$ cat config.mk
export PLATFORM = sky130hd
export DESIGN_NAME = ps2_player_key_router
export DESIGN_NICKNAME = d
export VERILOG_FILES = /design/src/rtl/ps2_player_key_router.sv
export SDC_FILE = /design/constraint.sdc
export NUM_CORES = 1
export LEC_CHECK = 0
export ABC_AREA = 1
export ABC_CLOCK_PERIOD_IN_PS = 6270
export CORE_AREA = 3 3 92 94
export CTS_CLUSTER_SIZE = 20
export DETAILED_ROUTE_END_ITERATION = 7
export DIE_AREA = 0 0 95 97
export HOLD_SLACK_MARGIN = 0.05
export PLACE_DENSITY = 0.71
export SYNTH_ARGS = -nofsm -noshare
export SYNTH_HDL_FRONTEND = slang
export SYNTH_SLANG_ARGS = --single-unit
$ cat constraint.sdc
create_clock -name clock -period 6.27 [get_ports clock]
set_input_delay 1.254 -clock clock [delete_from_list [all_inputs] [get_ports clock]]
set_output_delay 1.254 -clock clock [all_outputs]
set_load 0.005 [all_outputs]
$ cat src/rtl/ps2_player_key_router.sv
// Routes PS/2 scan codes to per-player arrow-event FIFOs through a keymap.
// Two stages: prefix parse plus keymap match, then held-state update and enqueue.
module ps2_player_key_router #(
    parameter int NUM_PLAYERS     = 2,
    parameter int FIFO_DEPTH      = 4,
    parameter int REPEAT_SUPPRESS = 1,
    parameter logic [NUM_PLAYERS*36-1:0] KEYMAP = {9'h174, 9'h172, 9'h16B, 9'h175,
                                                   9'h023, 9'h01B, 9'h01C, 9'h01D}
) (
    input  logic                     clock,
    input  logic                     resetn,
    input  logic [7:0]               ps2_byte,
    input  logic                     ps2_byte_valid,
    output logic [NUM_PLAYERS-1:0]   evt_valid,
    output logic [3*NUM_PLAYERS-1:0] evt_code,
    input  logic [NUM_PLAYERS-1:0]   evt_ready,
    output logic [4*NUM_PLAYERS-1:0] held,
    output logic [NUM_PLAYERS-1:0]   overflow,
    input  logic [NUM_PLAYERS-1:0]   ovf_clear,
    output logic [1:0]               parse_state
);

    localparam int NE = 4 * NUM_PLAYERS;
    localparam int IW = $clog2(NE);
    localparam int PW = $clog2(FIFO_DEPTH);
    localparam logic [PW:0]   FULL_CNT = (PW+1)'(FIFO_DEPTH);
    localparam logic [PW:0]   CNT_ONE  = (PW+1)'(1);
    localparam logic [PW-1:0] PTR_ONE  = PW'(1);

    typedef enum logic [1:0] {
        IDLE    = 2'd0,
        EXT     = 2'd1,
        BRK     = 2'd2,
        EXT_BRK = 2'd3
    } state_t;

    state_t          state;
    logic            dec_valid;
    logic            dec_make;
    logic [8:0]      dec_key;
    logic            match_hit;
    logic [IW-1:0]   match_idx;
    logic            s1_hit;
    logic            s1_make;
    logic [IW-1:0]   s1_idx;
    logic [31:0]     s1_player;
    logic [2:0]      s1_kcode;
    logic            enq;

    assign parse_state = state;

    // Decode the byte against the current prefix state into a {ext,code} event.
    always_comb begin
        dec_valid = 1'b0;
        dec_make  = 1'b1;
        dec_key   = 9'h000;
        if (ps2_byte_valid) begin
            unique case (state)
                IDLE: begin
                    if (ps2_byte != 8'hE0 && ps2_byte != 8'hF0 && ps2_byte != 8'hE1) begin
                        dec_valid = 1'b1;
                        dec_key   = {1'b0, ps2_byte};
                    end
                end
                EXT: begin
                    if (ps2_byte != 8'hF0 && ps2_byte != 8'hE0) begin
                        dec_valid = 1'b1;
                        dec_key   = {1'b1, ps2_byte};
                    end
                end
                BRK: begin
                    dec_valid = 1'b1;
                    dec_make  = 1'b0;
                    dec_key   = {1'b0, ps2_byte};
                end
                EXT_BRK: begin
                    dec_valid = 1'b1;
                    dec_make  = 1'b0;
                    dec_key   = {1'b1, ps2_byte};
                end
            endcase
        end
    end

    // Scan from the top so the lowest matching entry is the one left standing.
    always_comb begin
        match_hit = 1'b0;
        match_idx = '0;
        for (int e = NE - 1; e >= 0; e--) begin
            if (dec_valid && KEYMAP[9*e +: 9] == dec_key) begin
                match_hit = 1'b1;
                match_idx = e[IW-1:0];
            end
        end
    end

    always_ff @(posedge clock) begin
        if (!resetn) begin
            state   <= IDLE;
            s1_hit  <= 1'b0;
            s1_make <= 1'b0;
            s1_idx  <= '0;
        end else begin
            s1_hit  <= match_hit;
            s1_make <= dec_make;
            s1_idx  <= match_idx;
            if (ps2_byte_valid) begin
                unique case (state)
                    IDLE: begin
                        if (ps2_byte == 8'hE0)      state <= EXT;
                        else if (ps2_byte == 8'hF0) state <= BRK;
                        else                        state <= IDLE;
                    end
                    EXT: begin
                        if (ps2_byte == 8'hF0)      state <= EXT_BRK;
                        else if (ps2_byte == 8'hE0) state <= EXT;
                        else                        state <= IDLE;
                    end
                    BRK:     state <= IDLE;
                    EXT_BRK: state <= IDLE;
                endcase
            end
        end
    end

    assign s1_player = 32'(s1_idx) >> 2;
    assign s1_kcode  = {1'b0, s1_idx[1:0]} + 3'd1;
    assign enq       = s1_hit && s1_make && !(REPEAT_SUPPRESS != 0 && held[s1_idx]);

    always_ff @(posedge clock) begin
        if (!resetn) begin
            held <= '0;
        end else if (s1_hit) begin
            held[s1_idx] <= s1_make;
        end
    end

    // Handshake: evt_valid[p] is high while FIFO p holds an entry and evt_code
    // shows its head; an entry is consumed on any edge where evt_valid[p] and
    // evt_ready[p] are both high, and the next entry appears the cycle after.
    for (genvar p = 0; p < NUM_PLAYERS; p++) begin : g_player
        logic [2:0]    mem [FIFO_DEPTH];
        logic [PW-1:0] wr_ptr;
        logic [PW-1:0] rd_ptr;
        logic [PW:0]   count;
        logic          push;
        logic          pop;
        logic          full;
        logic          do_push;
        logic          ovf_r;

        assign push    = enq && (s1_player == 32'(p));
        assign pop     = (count != '0) && evt_ready[p];
        assign full    = (count == FULL_CNT);
        assign do_push = push && (!full || pop);

        always_ff @(posedge clock) begin
            if (!resetn) begin
                wr_ptr <= '0;
                rd_ptr <= '0;
                count  <= '0;
                ovf_r  <= 1'b0;
            end else begin
                if (do_push) begin
                    mem[wr_ptr] <= s1_kcode;
                    wr_ptr      <= wr_ptr + PTR_ONE;
                end
                if (pop) rd_ptr <= rd_ptr + PTR_ONE;
                unique case ({do_push, pop})
                    2'b10:   count <= count + CNT_ONE;
                    2'b01:   count <= count - CNT_ONE;
                    default: count <= count;
                endcase
                // A new drop outranks a clear arriving in the same cycle.
                if (push && full && !pop) ovf_r <= 1'b1;
                else if (ovf_clear[p])    ovf_r <= 1'b0;
            end
        end

        assign evt_valid[p]      = (count != '0);
        assign evt_code[3*p +: 3] = (count != '0) ? mem[rd_ptr] : 3'b000;
        assign overflow[p]       = ovf_r;
    end

endmodule
After elaboration in Yosys (flattened, before gate mapping)
Memory sizes are Yosys's and may differ from the RTL's. A register that Yosys moved wholly into a read port is not among the register bits.
Index checks and enable logic that the tools add are counted.
Operators by class
  add/subtract/negate cells: 9
  magnitude comparators: 2
  equal/unequal tests: 22
  mux-type cells: 53
  bitwise logic cells: 1
  reduce and logical (&&, ||, !) cells: 42
Operators with widths (count)
  $eq 9x9->1 const A: 4
  $pmux 9 s4: 1
  $logic_not 32->1: 1
  $eq 5x9->1 const A: 3
  $mux 1: 27
  $ne 8x8->1 const B: 3
  $logic_and 1x1->1: 23
  $mux 2: 9
  $mux 3: 6
  $mux 9: 2
  $eq 8x8->1 const B: 2
  $pmux 3 s2: 2
  $eq 6x9->1 const A: 1
  $add 2x1->2 const B: 4
  $bwmux 8: 1
  $eq 2x2->1 const B: 4
  $mux 8: 1
  $reduce_bool 2->1: 4
  $add 3x1->3 const B: 2
  $eq 2x1->1 const B: 3
  $eq 3x3->1 const B: 2
  $pmux 2 s3: 1
  $reduce_bool 3->1: 2
  $sub 3x1->3 const B: 2
  13 further kinds: 19
Word-level totals
  bits in registers: 31
  RAM bits: 24
  bits of input ports: 15
  output and inout port bits: 20
  logic and storage cells: 146
  memories: 2
Memories
  g_player[0].mem: depth 4, bits a word 3, rd ports 1, clocked after Yosys merged registers in 1, write ports 1, RTL line 142  | logic [2:0] mem [FIFO_DEPTH];
  g_player[1].mem: depth 4, bits a word 3, rd ports 1, clocked after Yosys merged registers in 1, write ports 1, RTL line 142

Logic depth before layout (Yosys ltp)
Gate-level depths: netlist of the first run.
  word-level depth: 16
  mapped depth: 14
  depth with buffers taken out: 14

Worst setup path after synthesis of the first run
OpenSTA, ideal clock, no wires.
  path kind: input to register
  start point: in evt_ready[1]
  end point: reg g_player[1].count[2]
  data arrival time: 2.498 ns
  path slack: 3.657 ns
  stages on the path: 10
  cell sequence: inv_1 nor2_8 inv_2 nand2_1 nand2_4 nand2_4 fa_1 nand3b_1 a21oi_1 nor2_1
Between the ends
  cells in the longest elaborated chain, start to end: 5
  elaborated cells on any way between the ends: 7
  those cells by class: 2 x eq/ne; 1 x mux; 4 x reduce/logical
RTL lines
  start: declaration: RTL line 16  | input logic [NUM_PLAYERS-1:0] evt_ready,
  $logic_and 1x1->1 *: RTL line 153  | assign pop = (count != '0) && evt_ready[p];
  $logic_or 1x1->1: RTL line 155  | assign do_push = push && (!full || pop);
  $logic_and 1x1->1: RTL line 155
  $eq 2x1->1 or $eq 2x2->1 (tied branches): RTL line 169  | unique case ({do_push, pop})
  $pmux 3 s2 or $reduce_bool 2->1 (tied branches)
  end signal: assignment: RTL line 170  | 2'b10: count <= count + CNT_ONE;
  end signal: assignment: RTL line 171  | 2'b01: count <= count - CNT_ONE;
  end signal: assignment: RTL line 172  | default: count <= count;
  end: declaration: RTL line 145  | logic [PW:0] count;
Every way passes the cells marked *; elsewhere a longest branch is shown, timed or not.
A chain may end at the register's enable or synchronous reset.

==> summary.md, run 1 <==
| Metric | Value |
|---|---|
| Mapped Nets | `~400` |
| CTS tree | `yes` |
| Die Footprint | `about 9000 um^2` |
| Placed cells | `499` |
| Final count of hold timing violations | `0` |
| #FFs+latches synth | `59` |
| FP Rows | `32` |
| Arr. time, crit path | `1.74 ns` |
| Drt wl/cell | `~12 um` |
| H-tree Lvls | `3` |
| DR vias/cell | `roughly 4.7` |
| Largest net degree at the start of global routing | `21` |
| Main synth FF type | `dfxtp_1` |
| TritonRoute pass-1 iters | `4` |
| Combinational power share | `around 30%` |
| EDFF count, synth | `24` |
| Critical path class | `reg -> out` |
| Pwr Total | `between 0.001 and 0.0015 W` |
| Dominant cell type by area after synthesis | `edfxtp_1` |
| Outcome | `completed` |
| Switch share | `31.43%` |
| Io pins | `35` |
| Post-Synth Simple-Gate Area | `around a quarter` |
| Clock sink count | `59` |
| F_max | `approximately 330 MHz` |
| Mux cell area share after synthesis | `0%` |
| HP Class | `reg -> reg` |
| Max-slew headroom | `approximately 53%` |
| CP max FO | `7` |
| Fin cells | `about 520` |
| Port bufs | `34` |
| Postcts setup bufs | `0` |
| Initial Utilization | `39.38%` |
| DP Area | `3480 um^2` |
| Critical Path RT | `5.02 ns` |
| FILL cells | `between 700 and 800` |
| Core region area | `a little under 8000 um^2` |
| Clock Pin Slew Worst Setup and Hold Paths | `0.06 ns` |
| Pwr per Cell Area | `approximately 320 nW/um^2` |
| Routability cong. | `approximately 0.82` |
| Internal power | `0.0007975 W` |
| NetSw | `0.0003656 W` |
| Area fraction of the dominant cell type after synthesis | `roughly a quarter` |
| Synth Instances | `369` |
| Number of max-cap violations | `0` |
| Insertion delay to the later sink of the worst-skew pair | `between 0.3 and 0.4 ns` |
| Antenna violations before repair | `0` |
| Period utilisation layout | `between 40% and 50%` |
| First-pass GRT wire length | `roughly 10 mm` |
| Commonest non-fill, non-tap cells in the layout | `nor2_1, inv_1, nand2_1` |
| Clk pwr share | `31.1%` |
| PostCTS Resize Cnt | `0` |
| Clock root buffer | `clkbuf_8` |
| Ys async rst share | `0%` |
| Seq pwr share | `roughly two fifths` |
| Post-synthesis xor/xnor area fraction | `0%` |
| Total CTS buffers | `9` |
| Synth cell types | `34` |
| Clock skew | `slightly above 0.007 ns` |
| Peak supply drop | `approximately 0.13 mV` |
| Average size of a mapped cell | `roughly 8 um^2` |
| Crit path time final | `2.996 ns` |
| Most common cell on crit path | `nor2_1` |
| Worst Setup Start Kind | `flop` |
| DR vias | `roughly 2400` |
| RSZ-0062 raised after global routing | `no` |
| Cells along the critical path | `nor2_1 > nor2_1 > o21ai_0 > a21oi_1 > clkdlybuf4s50_1` |
| DRC Markers | `0` |
| Area grow syn2layout | `21.34%` |
| Synth area leaders | `edfxtp_1, dfxtp_1, nor2_1` |
| Lkg Pwr | `between 1.5 and 2 nW` |
| Total track usage | `approximately 14%` |
| Most common cell after layout, fill and taps aside | `nor2_1` |
| Compound-gate portion of the synthesized area | `a little over an eighth` |
| FF-to-FF setup slack | `4.04 ns` |
| Crit end category | `output pin` |
| Final #Nets | `around 430` |
| Worst path slowest cell | `clkdlybuf4s50_1` |
| Yosys Warn Count | `0` |
| WHS | `between 0.4 and 0.5 ns` |
| Total Wirelength | `a little under 6 mm` |
| Die Ht | `between 90 and 100 um` |
| Setup TNS | `0 ns` |
| Combinational family with the most area after synthesis | `simple AND/OR/NAND/NOR gates` |
| Seq/Total Area, Yosys | `46.71%` |
| Endpoints failing setup | `0` |
| Synth Area in Adders | `under 10%` |
| CP peak stage delay | `around 0.52 ns` |
| Slew Viols, Final | `0` |
| 1st-iter DRT viols | `just under 90` |
| Clk buf depth | `2` |
| Vias in the first global route | `~2300` |
| Diode count | `0` |
| Post-synthesis cell area | `3043 um^2` |
| Grt total ovfl | `0` |
| Finished Cell Area | `between 3000 and 4000 um^2` |
| Buf+Inv Stages, Crit Path | `1` |
| Hold Buf Count CTS | `0` |
| Critical path's top delay family | `buffers and inverters` |
| Layout cells sized above 1 | `between 10 and 15%` |
| Worst Tran Pin Value | `0.7079 ns` |
| Chip width | `roughly 95 um` |
| HPWL Detailed | `about 4.4 mm` |
| ANT nets after route | `0` |
[flip-flops by register name, summed over array words and instances, names as in the netlist, named ones only]
register and count:
s1_hit 1, parse_state 2, g_player.ovf_r 2, g_player.count 6, held 8, s1_idx 3, g_player.wr_ptr 4, g_player.rd_ptr 4
g_player.mem 24, s1_make 1
[final timing paths]
kind | depth (start not counted) | start | to
worst max-delay path | 5 | flop | evt_code[5]
worst min-delay path | 2 | g_player[1].rd_ptr[1] | flop
worst max register to register | 13 | s1_idx[1] | g_player[1].count[2]
worst min register to register | 2 | g_player[1].rd_ptr[1] | flop
[cell usage after synthesis (7+ instances only)]
cell,instances
ha_1,9
nand2_1,41
inv_2,9
nor2_1,65
o21ai_0,22
a21oi_1,33
nand3_1,12
inv_1,57
dfxtp_1,35
edfxtp_1,24
nand4_1,7
[power by group through the flow]
stage	Sequential, W	Combinational (W)	Clock, W
finish	0.000459	0.000342	0.000362
global route	0.000464	0.000389	0.000385
CTS	0.000460	0.000347	0.000368
detailed placement	0.000468	0.000346	0
global placement	0.000467	0.000337	0
floorplan	0.000461	0.000217	0
[metal layers]
metal	vias to the layer above	track usage (%)	part of all wire, %
li1	1279	-	-
met1	1116	16.72	47
met2	40	22.40	48
met3	5	4.432	3.7
met4	0	5.438	0.99
met5	-	0	0
[per-stage QoR]
stage / setup WS (ns) / utilization, %
floorplan: 3.657 / -
global placement: 3.103 / 45.03
detailed placement: 3.058 / 45.03
CTS: 3.257 / 47.78
global route: 3.086 / 47.78
finish: 3.274 / 47.78
[cells by family after synthesis]
family	Yosys count
AO/OA/AOI/OAI	73
adder cells (fa/ha/maj)	11
buffers and inverters	72
flip-flops	59
AND/OR/NAND/NOR	154
[worst register-to-register path, cell delays in order, from the launching register on]
cell      delay, ns
dfxtp_1        0.46
inv_1          0.11
nor2_4         0.15
o21ai_1        0.10
o21bai_2       0.18
nor2_4         0.07
nand2_4        0.08
nor2_4         0.04
nand2_4        0.09
nand2_4        0.06
fa_1           0.40
nand3b_1       0.20
a21oi_1        0.14
nor2_1         0.06
[layout make-up]
class                      instances  area [um^2]  area share (%)
clock buffer                      12        165.2           4.473
clock inverter                     4        47.55           1.288
inverter                          66        247.7           6.710
multi-input combinational        238         1343           36.36
tap                              102        127.6           3.456
sequential                        59         1421           38.50
timing repair buffer              34        340.3           9.217
No activity file was read; power rests on OpenSTA's default activity.
==> run 2, diff against run 1 <==
--- a/config.mk
+++ b/config.mk
@@ -6,13 +6,13 @@
 export NUM_CORES = 1
 export LEC_CHECK = 0
 export ABC_AREA = 1
-export ABC_CLOCK_PERIOD_IN_PS = 6270
+export ABC_CLOCK_PERIOD_IN_PS = 2700
 export CORE_AREA = 3 3 92 94
 export CTS_CLUSTER_SIZE = 20
 export DETAILED_ROUTE_END_ITERATION = 7
 export DIE_AREA = 0 0 95 97
 export HOLD_SLACK_MARGIN = 0.05
-export PLACE_DENSITY = 0.71
+export PLACE_DENSITY = 0.73
 export SYNTH_ARGS = -nofsm -noshare
 export SYNTH_HDL_FRONTEND = slang
 export SYNTH_SLANG_ARGS = --single-unit
==> constraint.sdc (replaced) <==
create_clock -name clock -period 2.7 [get_ports clock]
set_input_delay 0.54 -clock clock [delete_from_list [all_inputs] [get_ports clock]]
set_output_delay 0.54 -clock clock [all_outputs]
set_load 0.005 [all_outputs]
==> summary.md, run 2 (same netlist as run 1, synthesis figures left out) <==
| Metric | Value |
|---|---|
| Hold Buf Count CTS | `0 (unchanged)` |
| CP peak stage delay | `0.51 ns (about the same)` |
| Clk buf depth | `2 (unchanged)` |
| Crit path time final | `approximately 2.2 ns` |
| Total CTS buffers | `9 (unchanged)` |
| DR vias | `2487 (+1.9%)` |
| FP Rows | `32 (unchanged)` |
| PnR worst setup slack | `0.4512 ns (-2.823 ns)` |
| Number of max-cap violations | `0 (unchanged)` |
| F_max | `about 440 MHz` |
| Cells along the critical path | `nor2_1 > nor2_1 > o21ai_0 > a21oi_1 > clkdlybuf4s50_1` |
| RSZ-0062 raised after global routing | `no` |
| Final #Nets | `436 (+0.46%)` |
| CTS tree | `yes` |
| Clock root buffer | `clkbuf_8` |
| Routability cong. | `0.9268 (+13%)` |
| First-pass GRT wire length | `10.22 mm (+1.9%)` |
| Top Registers | `g_player.mem: 24 flops, held: 8 flops, g_player.count: 6 flops` |
| HPWL Detailed | `4.486 mm (+1.6%)` |
| Setup TNS | `0 ns (unchanged)` |
| Arr. time, crit path | `1.71 ns (-0.03 ns)` |
| Commonest non-fill, non-tap cells in the layout | `nor2_1, inv_1, nand2_1` |
| Area grow syn2layout | `22.00%` |
| Final count of hold timing violations | `0 (unchanged)` |
| Clock sink count | `59 (unchanged)` |
| Total track usage | `13.91% (+0.13 points)` |
| Slew Viols, Final | `0 (unchanged)` |
| Placed cells | `501 (+0.40%)` |
| Peak supply drop | `0.2534 mV (+90%)` |
| Chip width | `95 um (unchanged)` |
| Drt wl/cell | `11.19 um (-3.2%)` |
| Max-slew headroom | `69.78% (+17 points)` |
| Outcome | `completed` |
| Clock skew | `0.009705 ns (+0.002509 ns)` |
| Antenna violations before repair | `0 (unchanged)` |
| ANT nets after route | `0 (unchanged)` |
| Worst Setup Start Kind | `flop` |
| Clock Pin Slew Worst Setup and Hold Paths | `0.06 ns (about the same)` |
| Pwr per Cell Area | `736.2 nW/um^2 (+130%)` |
| Vias in the first global route | `2404 (+4.0%)` |
| Critical Path RT | `2.16 ns (-2.86 ns)` |
| PostCTS Resize Cnt | `0 (unchanged)` |
| Max reg flops | `24 (unchanged)` |
| TritonRoute pass-1 iters | `4 (unchanged)` |
| Insertion delay to the later sink of the worst-skew pair | `0.34 ns (about the same)` |
| Most common cell on crit path | `nor2_1` |
| Worst Tran Pin Value | `0.4528 ns (-0.2551 ns)` |
| Total Wirelength | `5.786 mm (-2.8%)` |
| Die Ht | `97 um (unchanged)` |
| Lkg Pwr | `1.518 nW (+0.43%)` |
| Worst path slowest cell | `clkdlybuf4s50_1` |
| Largest net degree at the start of global routing | `13 (-38%)` |
| Endpoints failing setup | `0 (unchanged)` |
| 1st-iter DRT viols | `72 (-17%)` |
| Largest Register | `g_player.mem` |
| Io pins | `35 (unchanged)` |
| Core region area | `7727 um^2 (unchanged)` |
| Diode count | `0 (unchanged)` |
| Grt total ovfl | `0 (unchanged)` |
| Critical path class | `reg -> out` |
| Pre-CTS setup slack | `0.2302 ns (-2.828 ns)` |
| Layout cells sized above 1 | `12.29% (+0.18 points)` |
| H-tree Lvls | `3 (unchanged)` |
| Period utilisation layout | `about 83%` |
| Most common cell after layout, fill and taps aside | `nor2_1` |
| Initial Utilization | `39.38% (unchanged)` |
| Crit end category | `output pin` |
| Fin cells | `517 (+0.39%)` |
| CP max FO | `7 (unchanged)` |
| Postcts setup bufs | `0 (unchanged)` |
| Die Footprint | `9215 um^2 (unchanged)` |
| Port bufs | `34 (unchanged)` |
| DRC Markers | `0 (unchanged)` |
| DR vias/cell | `4.810 (+1.5%)` |
| HP Class | `reg -> reg` |
-- run 2: cell type report --
class                   instances  area, um^2
multi-input cells             238        1343
clock buffers                  11       141.4
inverters                      66       247.7
flip-flops and latches         59        1421
well taps                     102       127.6
repair buffers                 36       355.3
clock inverters                 5       76.32
fillers                       708        4015
-- run 2: report_power, final --
| group | internal [W] | switching, W |
|---|---|---|
| sequential | 0.000997 | 0.0000704 |
| combinational | 0.000355 | 0.000439 |
| clock | 0.000540 | 0.000331 |
| total | 0.00189 | 0.000841 |
-- run 2: worst paths after layout --
check / start / depth (start not counted) / slack [ns] / to
min: g_player[0].rd_ptr[1] / 2 / 0.46 / g_player[0].rd_ptr[1]
max: flop / 5 / 0.45 / evt_code[5]
max reg2reg: s1_idx[1] / 13 / 0.52 / g_player[1].count[2]
min reg2reg: g_player[0].rd_ptr[1] / 2 / 0.46 / g_player[0].rd_ptr[1]
-- run 2: metrics by stage --
step	instance area, um^2	hold WS, ns	utilization, %	power [W]
final	3712	0.4641	48.04	0.002733
after global placement	3495	0.4506	45.22	0.001858
after global routing	3712	0.4933	48.04	0.002919
after floorplan	3043	0.4356	-	0.001574
after detailed placement	3495	0.4548	45.22	0.001881
after CTS	3712	0.4671	48.04	0.002763
-- run 2: critical path, delay by kind of cell (launching register included) --
| kind | cells | cell delay (ns) |
|---|---|---|
| buffers and inverters | 1 | 0.51 |
| and+or+nand+nor | 2 | 0.19 |
| DFF | 1 | 0.44 |
| AOI/OAI and AO/OA | 2 | 0.23 |
-- run 2: routing by layer --
| layer | GRT usage [%] | up-vias | wire, um | share of wire (%) |
|---|---|---|---|---|
| li1 | - | 1280 | - | - |
| met1 | 15.68 | 1123 | 2522 | 44 |
| met2 | 23.92 | 72 | 2859 | 49 |
| met3 | 4.355 | 12 | 284 | 4.9 |
| met4 | 5.660 | 0 | 119 | 2.1 |
| met5 | 0 | - | 0 | 0 |
